**src/rtl/mdio_master.sv**
```systemverilog
// MAC-side MDIO master: divides clk down to MDC, serialises a 32-bit management frame and
// shifts in read data. Define MDIO_PREAMBLE_EN to prefix every frame with 32 preamble ones.
module mdio_master #(
  parameter int unsigned CLK_DIV = 2
) (
  input  logic        clk,
  input  logic        rst,
  input  logic        MDC_START,
  input  logic [31:0] T_DATA,
  input  logic        MDIO_IN,
  output logic        MDC,
  output logic        MDIO_OUT,
  output logic        MDIO_OE,
  output logic [15:0] RD_DATA,
  output logic        DATA_RDY,
  output logic        BUSY
);

  localparam int unsigned DivW = (CLK_DIV > 1) ? $clog2(CLK_DIV) : 1;

  typedef enum logic [2:0] {
    StIdle,
`ifdef MDIO_PREAMBLE_EN
    StPreamble,
`endif
    StHeader,
    StWriteTail,
    StTurn,
    StReadData
  } state_e;

  logic [DivW-1:0] div_cnt;
  logic            wrap;
  logic            fall_evt;
  logic            rise_evt;

  state_e      state;
  logic [31:0] tx_sr;
  logic [14:0] rx_sr;
  logic [5:0]  bit_cnt;
  logic        is_read;

  assign wrap     = (div_cnt == DivW'(CLK_DIV - 1));
  assign fall_evt = wrap & MDC;
  assign rise_evt = wrap & ~MDC;

  always_ff @(posedge clk) begin
    if (rst) begin
      div_cnt <= '0;
      MDC     <= 1'b0;
    end else if (wrap) begin
      div_cnt <= '0;
      MDC     <= ~MDC;
    end else begin
      div_cnt <= div_cnt + DivW'(1);
    end
  end

  always_ff @(posedge clk) begin
    if (rst) begin
      state    <= StIdle;
      tx_sr    <= '0;
      rx_sr    <= '0;
      bit_cnt  <= '0;
      is_read  <= 1'b0;
      MDIO_OUT <= 1'b0;
      MDIO_OE  <= 1'b0;
      RD_DATA  <= '0;
      DATA_RDY <= 1'b0;
      BUSY     <= 1'b0;
    end else begin
      DATA_RDY <= 1'b0;
      unique case (state)
        StIdle: begin
          if (MDC_START) begin
            tx_sr   <= T_DATA;
            is_read <= (T_DATA[29:28] == 2'b10);
            bit_cnt <= '0;
            BUSY    <= 1'b1;
`ifdef MDIO_PREAMBLE_EN
            state   <= StPreamble;
`else
            state   <= StHeader;
`endif
          end
        end
`ifdef MDIO_PREAMBLE_EN
        StPreamble: begin
          if (fall_evt) begin
            MDIO_OUT <= 1'b1;
            MDIO_OE  <= 1'b1;
            if (bit_cnt == 6'd31) begin
              bit_cnt <= '0;
              state   <= StHeader;
            end else begin
              bit_cnt <= bit_cnt + 6'd1;
            end
          end
        end
`endif
        StHeader: begin
          if (fall_evt) begin
            MDIO_OUT <= tx_sr[31];
            MDIO_OE  <= 1'b1;
            tx_sr    <= {tx_sr[30:0], 1'b0};
            if (bit_cnt == 6'd13) begin
              bit_cnt <= '0;
              state   <= is_read ? StTurn : StWriteTail;
            end else begin
              bit_cnt <= bit_cnt + 6'd1;
            end
          end
        end
        StWriteTail: begin
          if (fall_evt) begin
            if (bit_cnt == 6'd18) begin
              MDIO_OUT <= 1'b0;
              MDIO_OE  <= 1'b0;
              BUSY     <= 1'b0;
              bit_cnt  <= '0;
              state    <= StIdle;
            end else begin
              MDIO_OUT <= tx_sr[31];
              MDIO_OE  <= 1'b1;
              tx_sr    <= {tx_sr[30:0], 1'b0};
              bit_cnt  <= bit_cnt + 6'd1;
            end
          end
        end
        // Two TA periods released; the third fall starts the PHY's data bit 15.
        StTurn: begin
          if (fall_evt) begin
            MDIO_OUT <= 1'b0;
            MDIO_OE  <= 1'b0;
            if (bit_cnt == 6'd2) begin
              bit_cnt <= '0;
              state   <= StReadData;
            end else begin
              bit_cnt <= bit_cnt + 6'd1;
            end
          end
        end
        StReadData: begin
          if (rise_evt && (bit_cnt != 6'd16)) begin
            rx_sr   <= {rx_sr[13:0], MDIO_IN};
            bit_cnt <= bit_cnt + 6'd1;
            if (bit_cnt == 6'd15) begin
              RD_DATA  <= {rx_sr, MDIO_IN};
              DATA_RDY <= 1'b1;
            end
          end
          if (fall_evt && (bit_cnt == 6'd16)) begin
            BUSY    <= 1'b0;
            bit_cnt <= '0;
            state   <= StIdle;
          end
        end
        default: state <= StIdle;
      endcase
    end
  end

endmodule

```
**config.mk**
```make
export PLATFORM = sky130hd
export DESIGN_NAME = mdio_master
export DESIGN_NICKNAME = d
export VERILOG_FILES = /design/src/rtl/mdio_master.sv
export SDC_FILE = /design/constraint.sdc
export NUM_CORES = 1
export LEC_CHECK = 0
export ABC_AREA = 1
export CORE_ASPECT_RATIO = 1.2
export CORE_MARGIN = 2
export CORE_UTILIZATION = 50
export CTS_CLUSTER_SIZE = 16
export DETAILED_ROUTE_END_ITERATION = 6
export GPL_ROUTABILITY_DRIVEN = 0
export GPL_TIMING_DRIVEN = 0
export HOLD_SLACK_MARGIN = 0.02
export PLACE_DENSITY = 0.8
export SETUP_SLACK_MARGIN = 0.2
export SYNTH_ARGS = -nofsm -noshare
export SYNTH_HDL_FRONTEND = slang
export SYNTH_SLANG_ARGS = --single-unit
```
**constraint.sdc**
```tcl
create_clock -name clk -period 2.67 [get_ports clk]
set_input_delay 0.534 -clock clk [delete_from_list [all_inputs] [get_ports clk]]
set_output_delay 0.534 -clock clk [all_outputs]
set_load 0.02 [all_outputs]
```
After elaboration in Yosys (flattened, before gate mapping)
Cells that the tools add are included.
W data, S select, Z words.
{ "classes": {"addsub": 2, "eq_ne": 21, "n_mux": 40, "n_bitwise": 5, "n_reduce_logical": 17} }
{ "op_table": {"columns": ["operator", "count"], "rows": [
  ["$mux W32", 4],
  ["$pmux W32 S3", 1],
  ["$mux W6", 9],
  ["$pmux W6 S5", 1],
  ["$mux W3", 8],
  ["$ne A2 B2 Y1 const B", 9],
  ["$pmux W3 S5", 1],
  ["$mux W1", 13],
  ["$eq A6 B4 Y1 const B", 2],
  ["$eq A6 B5 Y1 const B", 2],
  ["$reduce_and A5 Y1", 2],
  ["$pmux W1 S3", 3],
  ["$reduce_bool A3 Y1", 3],
  ["$reduce_and A8 Y1", 1],
  ["$add A6 B1 Y6 const B", 1],
  ["$eq A3 B2 Y1 const B", 2],
  ["$eq A6 B2 Y1 const B", 1],
  ["$ne A6 B5 Y1 const B", 1],
  ["$reduce_and A6 Y1", 1],
  ["$reduce_bool A5 Y1", 1],
  ["$reduce_and A2 Y1", 2],
  ["$reduce_and A4 Y1", 1],
  ["$eq A3 B1 Y1 const B", 1],
  ["$eq A3 B3 Y1 const B", 1],
  ["10 further kinds", 14]
]} }
{ "word_totals": {"register_bits": 79, "in_bits": 36, "out_inout_bits": 21, "elab_cells": 97} }

Logic depth before layout (Yosys ltp)
{ "logic_depth": {"word_depth": 6, "mapped_depth": 11, "ltp_nobuf": 11} }

Least setup slack after synthesis
Ideal clock, no wire load.
{ "synth_timing": {"path_type": "input to register", "from": "input port rst", "to": "register tx_sr[27]", "setup_ps": 65, "t_arrival_ps": 1458, "required_ps": 2605, "slack_ps": 1147, "stages": 6, "path_buffers": 3, "cell_sequence": "buf_2 -> inv_1 -> clkbuf_1 -> clkbuf_1 -> o21ai_0 -> nor2_1"} }
{ "synth_lines": {"columns": ["item", "line_no", "rtl"], "rows": [
  ["start: declaration", "7", "input logic rst,"],
  ["end signal: assignment", "105", "tx_sr <= {tx_sr[30:0], 1'b0};"],
  ["end signal: assignment", "125", "tx_sr <= {tx_sr[30:0], 1'b0};"],
  ["end: declaration", "38", "logic [31:0] tx_sr;"]
]} }

Worst setup path in the final report
{ "layout_timing": {"from": "register MDC", "to": "output port MDC"} }
{ "layout_lines": {"columns": ["item", "line_no", "rtl"], "rows": [
  ["start: declaration", "11", "output logic MDC,"],
  ["start signal: assignment", "53", "MDC <= ~MDC;"]
]} }
No word-level cell between the ends.

==> flow_summary.ini <==
[run]
cap_violations = 0

[worst_hold_path]
min-delay-start = rx_sr[14]
hold_depth = 2
whs_endpoint = rx_sr[14]
hold_class = reg -> reg

[timing]
maxSlewViolCount = 0
setup_viol = 0
min_period_over_period_pct = 71.2
finalHoldViolations = 0
fin_skew_ns = 0.00928
fmax_mhz = 526
slew_headroom_pct = 64.8
finalSetupTns_ns = 0
period_needed_ns = 1.90
rsz0062_at_grt = false
worst_slew_pin_slew_ns = 0.528

[critical_path]
cp_slowest_cell = clkdlybuf4s50_1
end_kind = primary output
rrSetupSlack_ns = 0.87
criticalPathCategory = reg -> out
reg2reg_to = bit_cnt[4]
r2r_start = bit_cnt[0]
cp-start-kind = flip-flop
cpPeakStageDelay_ns = 0.63
crit_buf_inv = 1
required_ns = 2.14
cp_cell_sequence = clkdlybuf4s50_1
worst-path-max-fanout = 4
r2r_cells = 11
crit_family = buffers and inverters
worstPathArrival_ns = 1.37

[floorplanning]
die_h_um = 97.1
io_pins = 57
core-area_um2 = 6900
start_util_pct = 52.3
rows = 33
dieWidth_um = 81.6
die_area_um2 = 7920

[grt]
antenna_found_initial = 0
grt_pass1_vias = 3370
track_usage_pct = 22.9
overflow = 0
grt_pass1_wl_um = 14400
grt_max_degree = 14

[status]
outcome = finished, final reports clean

[layout]
area_growth_pct = 24.4
n_fill_cell = 596
layout-drive-gt1-share_pct = 7.31
fin_nets = 637
final_cell_area_um2 = 4490
diodes = 0

[cts]
clkTransAtPathRegs_ns = 0.08
post-cts-setup-buffers = 0
numCtsBuffers = 9
clk_latency_ns = 0.36
htree_levels = 3
clk_path_buf_depth = 2
hold_buffers = 0
clock_sinks = 79
cts_root_buf = clkbuf_8
tritoncts = built
ctsResizeCount = 0

[drt]
drcViolationCount = 0
ant_nets = 0
vias = 3590
routed_wirelength_um = 8790
avgRoutedWirePerCell_um = 12.8
firstDrtPassIters = 5
drtIter0Drc = 212
drt-vias-per-instance = 5.21

[logic_synthesis]
yosys.cell_types.count = 22
synth_cells = 531
ys_seq_area_share_pct = 43.8
yosys-top-cells-area = dfxtp_1 44%, nand2_1 11%, o21ai_0 9.6%, nor2_1 8.9%, nand3_1 7.5%
yosysWarnings = 0
avgSynthCellArea_um2 = 6.80
syn_nets = 571
synth_area_um2 = 3610
netlist.area_leader.share_pct = 43.8
synth_top_cell_by_area = dfxtp_1
ys_ff_latch = 79

[power]
vdd_drop_max_v = 0.000627
cellLeakagePower_nw = 1.95
power.density_nw_per_um2 = 1120

[placement]
dp_hpwl_um = 6140
place_area_um2 = 4270
portBuffers = 55
-- tightest hold or removal path, stage by stage (launching register included) --
cell and delay [ns]:
dfxtp_1 0.30, inv_1 0.06, a21oi_1 0.06
-- layer usage --
layer	wire length [um]	global-route usage [%]	part of all wire, %	vias up
met5	0	0	0	-
met4	158	7.56	1.8	0
met3	466	5.86	5.3	17
met2	4290	39.0	49	82
met1	3880	27.6	44	1653
li1	-	-	-	1838
-- final cells by class --
type / count / area (um^2) / share of cell area (%)
plain buffers: 29 / 145 / 3.23
clock buffers: 11 / 141 / 3.15
clock inverters: 5 / 81.3 / 1.81
inverters: 47 / 176 / 3.93
multi-input cells: 376 / 1710 / 38.0
flip-flops and latches: 79 / 1580 / 35.2
well taps: 87 / 109 / 2.42
repair buffers: 55 / 551 / 12.3
-- sequential cells by signal (all words and copies together), names as in the netlist --
register / count
BUSY: 1
state: 3
div_cnt: 1
bit_cnt: 6
DATA_RDY: 1
MDIO_OUT: 1
MDC: 1
is_read: 1
RD_DATA: 16
rx_sr: 15
tx_sr: 32
MDIO_OE: 1
-- synthesized netlist by cell type, drive strengths merged --
| library cell | n |
|---|---|
| xor2 | 1 |
| a21oi | 35 |
| nor2 | 92 |
| nand2 | 109 |
| nor3 | 2 |
| dfxtp | 79 |
| nand4 | 6 |
| inv | 47 |
| nand3 | 55 |
| clkbuf | 13 |
| o21ai | 70 |
| nand3b | 2 |
| ha | 4 |
| buf | 16 |
-- power by group --
| group | switching, W | internal (W) |
|---|---|---|
| combinational | 0.00153 | 0.000825 |
| sequential | 0.000192 | 0.00150 |
| clock | 0.000445 | 0.000553 |
-- through the flow --
| stage | utilization, % | hold WS, ns | total power, W | setup WS, ns | instances |
|---|---|---|---|---|---|
| finish | 65.1 | 0.462 | 0.00504 | 0.768 | 689 |
| global route | 65.1 | 0.482 | 0.00548 | 0.674 | 689 |
| CTS | 65.1 | 0.460 | 0.00504 | 0.758 | 689 |
| detailed placement | 61.9 | 0.447 | 0.00404 | 0.549 | 673 |
| global placement | 61.9 | 0.437 | 0.00396 | 0.607 | 673 |
| floorplan | - | 0.426 | 0.00349 | 1.15 | 531 |
-- layout by cell type (no fill, tap or decap), drive strengths merged --
cell type	count
nand2	109
nor2	92
dfxtp	79
o21ai	70
clkdlybuf4s50	55
nand3	55
inv	47
a21oi	35
clkbuf	24
buf	16
nand4	6
ha	4
nand3b	2
nor3	2
bufinv	2
clkinv	2
xor2	1
clkinvlp	1
-- worst max-delay path by stage --
stage / from / to / depth (start not counted) / slack (ns)
2_1_floorplan: rst / tx_sr[27] / 6 / 1.15
3_3_place_gp: MDC_START / bit_cnt[4] / 9 / 0.61
3_5_place_dp: MDC_START / bit_cnt[4] / 9 / 0.55
4_1_cts: MDC / MDC / 1 / 0.76
5_1_grt: bit_cnt[0] / tx_sr[29] / 10 / 0.67
6_report: MDC / MDC / 1 / 0.77
-- cells by family (layout without fill, tap and decap cells) --
| family | count (synthesis) | count (layout) | synth area share (%) |
|---|---|---|---|
| compound gates | 105 | 105 | 14.6 |
| xor+xnor | 1 | 1 | 0.243 |
| fa+ha+maj | 4 | 4 | 1.39 |
| simple gates | 266 | 266 | 31.1 |
| flops | 79 | 79 | 43.8 |
| buf+inv | 76 | 147 | 8.91 |
Power figures use the tool's default switching activity.
